===== config.mk =====
export PLATFORM = sky130hd
export DESIGN_NAME = square_wave_gen
export DESIGN_NICKNAME = d
export VERILOG_FILES = /design/src/rtl/square_wave_gen_pkg.sv /design/src/rtl/square_wave_gen_tick_prescaler.sv /design/src/rtl/square_wave_gen.sv
export SDC_FILE = /design/constraint.sdc
export NUM_CORES = 1
export LEC_CHECK = 0
export CAP_MARGIN = 20
export CORE_MARGIN = 8
export CORE_UTILIZATION = 55
export CTS_BUF_LIST = sky130_fd_sc_hd__clkbuf_4
export CTS_CLUSTER_SIZE = 16
export DETAILED_ROUTE_END_ITERATION = 6
export PLACE_DENSITY = 0.84
export SYNTH_ARGS = -nofsm -noshare
export SYNTH_HDL_FRONTEND = slang
export SYNTH_SLANG_ARGS = --single-unit

===== constraint.sdc =====
create_clock -name clk -period 2.5 [get_ports clk]
set_clock_uncertainty 0.15 [all_clocks]
set_input_delay 0.375 -clock clk [delete_from_list [all_inputs] [get_ports clk]]
set_output_delay 0.375 -clock clk [all_outputs]
set_load 0.1 [all_outputs]

===== src/rtl/square_wave_gen_pkg.sv =====
// Shared types and defaults for the square-wave stimulus generator.
package sqgen_pkg;

    typedef enum logic [1:0] {
        IDLE = 2'b00,
        RUN  = 2'b01,
        DONE = 2'b10
    } sqgen_state_t;

    localparam int unsigned SQGEN_PRESCALE = 3125;
    localparam int unsigned SQGEN_DWELL    = 32;

    // Counter width for a modulo-n counter, never narrower than one bit.
    function automatic int unsigned cnt_width(input int unsigned n);
        return (n > 1) ? $clog2(n) : 1;
    endfunction

endpackage


===== src/rtl/square_wave_gen_tick_prescaler.sv =====
// Divides the system clock down to a one-cycle base-tick strobe while enabled.
module tick_prescaler
    import sqgen_pkg::*;
#(
    parameter int unsigned PRESCALE = SQGEN_PRESCALE
) (
    input  logic clk,
    input  logic rst_n,
    input  logic en,
    input  logic clr,
    output logic tick
);

    localparam int unsigned   PW   = cnt_width(PRESCALE);
    localparam logic [PW-1:0] LAST = PW'(PRESCALE - 1);

    logic [PW-1:0] pcnt;

    assign tick = en && (pcnt == LAST);

    // Held at zero whenever not counting, so a fresh run always starts phase-aligned.
    always_ff @(posedge clk or negedge rst_n) begin
        if (!rst_n) begin
            pcnt <= '0;
        end else if (clr || !en || tick) begin
            pcnt <= '0;
        end else begin
            pcnt <= pcnt + PW'(1);
        end
    end

endmodule


===== src/rtl/square_wave_gen.sv =====
// Four phase-aligned square waves (f..8f) plus a stepping mux select, single-pass or continuous.
module square_wave_gen
    import sqgen_pkg::*;
#(
    parameter int unsigned PRESCALE = SQGEN_PRESCALE,
    parameter int unsigned DWELL    = SQGEN_DWELL
) (
    input  logic       clk,
    input  logic       rst_n,
    input  logic       start,
    input  logic       stop,
    input  logic       cont,
    output logic [3:0] D,
    output logic [1:0] sel,
    output logic       tick,
    output logic       busy,
    output logic       done
);

    localparam int unsigned   DW    = cnt_width(DWELL);
    localparam logic [DW-1:0] DLAST = DW'(DWELL - 1);

    sqgen_state_t  state;
    logic [3:0]    wcnt;
    logic [DW-1:0] dcnt;
    logic          accept;
    logic          run_en;
    logic          presc_clr;

    assign run_en    = (state == RUN);
    assign accept    = start && !stop && (state != RUN);
    // Stop also clears the prescaler so it reads zero from the first IDLE cycle.
    assign presc_clr = accept || stop;

    tick_prescaler #(
        .PRESCALE(PRESCALE)
    ) u_prescaler (
        .clk  (clk),
        .rst_n(rst_n),
        .en   (run_en),
        .clr  (presc_clr),
        .tick (tick)
    );

    // Bit-reversed so the fastest counter bit drives D[3]; wires straight from flops.
    assign D = {wcnt[0], wcnt[1], wcnt[2], wcnt[3]};

    always_ff @(posedge clk or negedge rst_n) begin
        if (!rst_n) begin
            state <= IDLE;
            wcnt  <= '0;
            dcnt  <= '0;
            sel   <= '0;
            busy  <= 1'b0;
            done  <= 1'b0;
        end else if (stop) begin
            state <= IDLE;
            wcnt  <= '0;
            dcnt  <= '0;
            sel   <= '0;
            busy  <= 1'b0;
            done  <= 1'b0;
        end else begin
            case (state)
                IDLE, DONE: begin
                    if (start) begin
                        state <= RUN;
                        wcnt  <= '0;
                        dcnt  <= '0;
                        sel   <= '0;
                        busy  <= 1'b1;
                        done  <= 1'b0;
                    end
                end
                RUN: begin
                    if (tick) begin
                        wcnt <= wcnt + 4'd1;
                        if (dcnt == DLAST) begin
                            dcnt <= '0;
                            if (sel != 2'b11) begin
                                sel <= sel + 2'd1;
                            end else if (cont) begin
                                sel <= 2'b00;
                            end else begin
                                state <= DONE;
                                busy  <= 1'b0;
                                done  <= 1'b1;
                            end
                        end else begin
                            dcnt <= dcnt + DW'(1);
                        end
                    end
                end
                default: begin
                    state <= IDLE;
                    wcnt  <= '0;
                    dcnt  <= '0;
                    sel   <= '0;
                    busy  <= 1'b0;
                    done  <= 1'b0;
                end
            endcase
        end
    end

endmodule


==> results.py <==
metrics = {
    "grt": {
        "grt_pass1_vias": 1125,
        "grt_max_degree": 27,
        "antenna_found_initial": 0,
        "grt_pass1_wl_um": 5030,
        "overflow": 0,
        "grt.total_usage_pct": 14.5,
    },
    "timing": {
        "fin_crit_ns": 2.39,
        "tns_ns": 0,
        "final_hold_viol_count": 0,
        "slew_viol_final": 0,
        "tightest_slew_ns": 0.390,
        "whs_ns": 0.248,
        "fmax_mhz": 419,
        "rsz0062_at_grt": "no",
        "setup_violations": 0,
        "slew_headroom_pct": 73.8,
        "post-route-period-util_pct": 95.5,
    },
    "worst_setup_path": {
        "r2r_end": "dcnt[3]",
        "worst-r2r-cell-count": 5,
        "cp_data_arrival_time_ns": 1.86,
        "r2r-start": "dcnt[0]",
        "path_class": "flop to output port",
        "r2r_setup_slack_ns": 0.50,
        "cp_max_fo": 5,
        "start_kind": "flop",
        "cp.required_ns": 1.98,
        "end_kind": "output port",
    },
    "place": {
        "port_buffers": 13,
        "dp_hpwl_um": 2100,
        "routabilityCongestion": 0.844,
    },
    "pwr": {
        "swShare_pct": 27.5,
        "pwr-share-clk_pct": 26.8,
        "intPower_w": 0.000510,
        "cellPowerDensity_nw_per_um2": 437,
        "pwr-share-comb_pct": 12.0,
        "power_w": 0.000703,
        "pwr-share-seq_pct": 61.2,
        "leakagePower_nw": 0.702,
        "p_sw_w": 0.000193,
        "peakVddDrop_uv": 424,
    },
    "yosys": {
        "syn_area_um2": 1400,
        "syn_inst": 143,
        "yosysWarnings": 0,
        "yosysSeqAreaShare_pct": 46.5,
        "avgSynthCellArea_um2": 9.78,
        "synth_xor_area_share_pct": 5.01,
        "synth-compound-area-share_pct": 13.6,
        "ys_seq_elements": 26,
        "synthDistinctLibCells": 38,
        "synth_top_family_by_area": "simple AND/OR/NAND/NOR gates",
        "synthSimpleGateAreaFrac_pct": 26.7,
        "synthMuxAreaShare_pct": 0,
        "synthAdderAreaFrac_pct": 5.37,
        "synth_fp_nets": 154,
    },
    "detailed_routing": {
        "num_vias": 1128,
        "ant_nets": 0,
        "via_per_inst": 5.88,
        "dr.pass1.iters": 4,
        "route.detailed.drc": 0,
        "wl_per_cell_um": 15.0,
        "first_iter_violations": 49,
        "wirelength_um": 2870,
    },
    "worst_hold_path": {
        "hold_class": "input pin to async pin",
    },
    "clock_tree": {
        "clock_latency_ns": 0.33,
        "clkSlewWorstSetupHoldPaths_ns": 0.15,
        "holdBufCountCts": 0,
        "cts_max_level": 1,
        "cts-buffers-inserted": 3,
        "cts.sinks": 26,
        "ctsRootBufferMaster": "clkbuf_4",
        "cts_tree": "done",
        "cts_buffer_depth": 2,
    },
    "finish": {
        "fin_nets": 174,
        "num_antenna_cells": 0,
        "drive_above_1_share_pct": 16.7,
        "area_growth_syn_to_layout_pct": 15.1,
        "nFillCells": 194,
    },
    "die": {
        "die_h_um": 66.4,
        "dieArea_um2": 4410,
        "core_area_um2": 2450,
        "die_x_um": 66.4,
        "start_util_pct": 57.0,
        "io_pins": 14,
        "rows": 18,
    },
    "flow_run": {
        "maxCapViolCount": 0,
    },
    "run_status": {
        "run_status": "completed",
    },
}
routing by layer:
metal  up-vias  share of wire (%)  global-route usage, %  routed length [um]
met3         4                4.4                   4.58                 127
met1       547                 44                   15.4                1250
met4         0                1.0                   4.80                  29
met2        21                 51                   26.3                1460
met5         -                  0                      0                   0
li1        556                  -                      -                   -
flip-flops by register name, indices dropped and copies added, names as in the netlist:
name,cells
u_prescaler.pcnt,12
done,1
wcnt,4
sel,2
state,2
dcnt,5
metrics by stage:
| stage | util (%) | cell area [um2] | setup WS, ns | cells |
|---|---|---|---|---|
| 2_1_floorplan | - | 1400 | 0.0383 | 143 |
| 3_3_place_gp | 64.1 | 1570 | 0.323 | 187 |
| 3_5_place_dp | 64.1 | 1570 | 0.271 | 187 |
| 4_1_cts | 65.2 | 1600 | 0.0672 | 191 |
| 5_1_grt | 65.6 | 1610 | 0.0172 | 192 |
| 6_report | 65.6 | 1610 | 0.112 | 192 |
critical path: stages (launching register included):
cell and delay (ns):
dfrtp_1 0.45, inv_1 0.07, ha_1 0.15, and4_2 0.29
and3_1 0.22, and2_1 0.18, buf_12 0.18
cells in the mapped netlist, drive strengths merged:
cell type   n  share of area, %
nor3b       2               1.4
a31oi       2              0.89
xor2        4               2.5
o31ai       2               1.1
inv         5               1.3
nand2      14               3.8
nor2       10               2.7
o21ai      15               5.4
nand3       5               2.1
xnor2       4               2.5
or3         7               3.5
buf         2              0.89
clkbuf      2              0.54
a21o        1              0.54
a31o        1              0.63
o211ai      2               1.1
and2        2              0.89
nand3b      1              0.54
nor4        3               1.3
nand2b      2              0.89
dfrtp      26                47
o21a        2               1.1
nor3        4               1.8
nor2b       1              0.45
o311ai      1               1.2
a21oi       5               1.8
nor4b       1               1.7
and4        3               1.9
nand4       5               2.2
and3        2              0.89
ha          6               5.4
or3b        1              0.63
worst max-delay path by stage:
stage                                   start  endpoint  slack, ns
after CTS                 u_prescaler.pcnt[0]      tick       0.07
after detailed placement                 stop  state[1]       0.27
final                     u_prescaler.pcnt[1]      tick       0.11
after global placement                   stop  state[1]       0.32
after floorplan                      state[0]      tick       0.04
after global routing      u_prescaler.pcnt[1]      tick       0.02
cell families after synthesis:
| logic type | after synthesis |
|---|---|
| buf+inv | 9 |
| simple gates | 63 |
| fa+ha+maj | 6 |
| compound gates | 31 |
| xor+xnor | 8 |
| flops | 26 |
cells in the final DEF (no fill, tap or decap), types with 2 or more instances in the layout:
cell type        instances
o21ai_1                  2
and2_1                   2
o211ai_1                 2
clkbuf_4                 3
ha_1                     6
xnor2_1                  4
nand4_1                  5
and3_1                   2
or3_1                    6
a21oi_1                  5
nor3_1                   3
xor2_1                   4
a31oi_1                  2
nor4_1                   3
nor2_1                  10
dfrtp_1                 25
o31ai_1                  2
inv_1                    5
clkdlybuf4s50_1          4
nand2_1                 14
o21ai_0                 13
o21a_1                   2
and4_1                   2
nand3_1                  4
nand2b_1                 2
buf_4                   14
cell type report:
type	instances	area, um2	area share [%]
Sequential cell	26	652	40.5
Inverter	5	18.8	1.17
Multi-Input combinational cell	108	711	44.1
Clock inverter	1	3.75	0.233
Clock buffer	3	22.5	1.40
Timing Repair Buffer	19	165	10.3
Tap cell	30	37.5	2.33
power by group through the flow:
stage / clock network [W] / registers, W / logic (W)
final: 0.000188 / 0.000430 / 0.0000845
after global routing: 0.000207 / 0.000431 / 0.0000923
after CTS: 0.000193 / 0.000431 / 0.0000827
after detailed placement: 0 / 0.000439 / 0.0000824
after global placement: 0 / 0.000438 / 0.0000811
after floorplan: 0 / 0.000460 / 0.0000272
what timing repair did:
item                       CTS  global route
setup buffers                0             1
resized for setup            0             2
setup endpoints to repair    0             1
No activity file was read; power rests on OpenSTA's default activity.
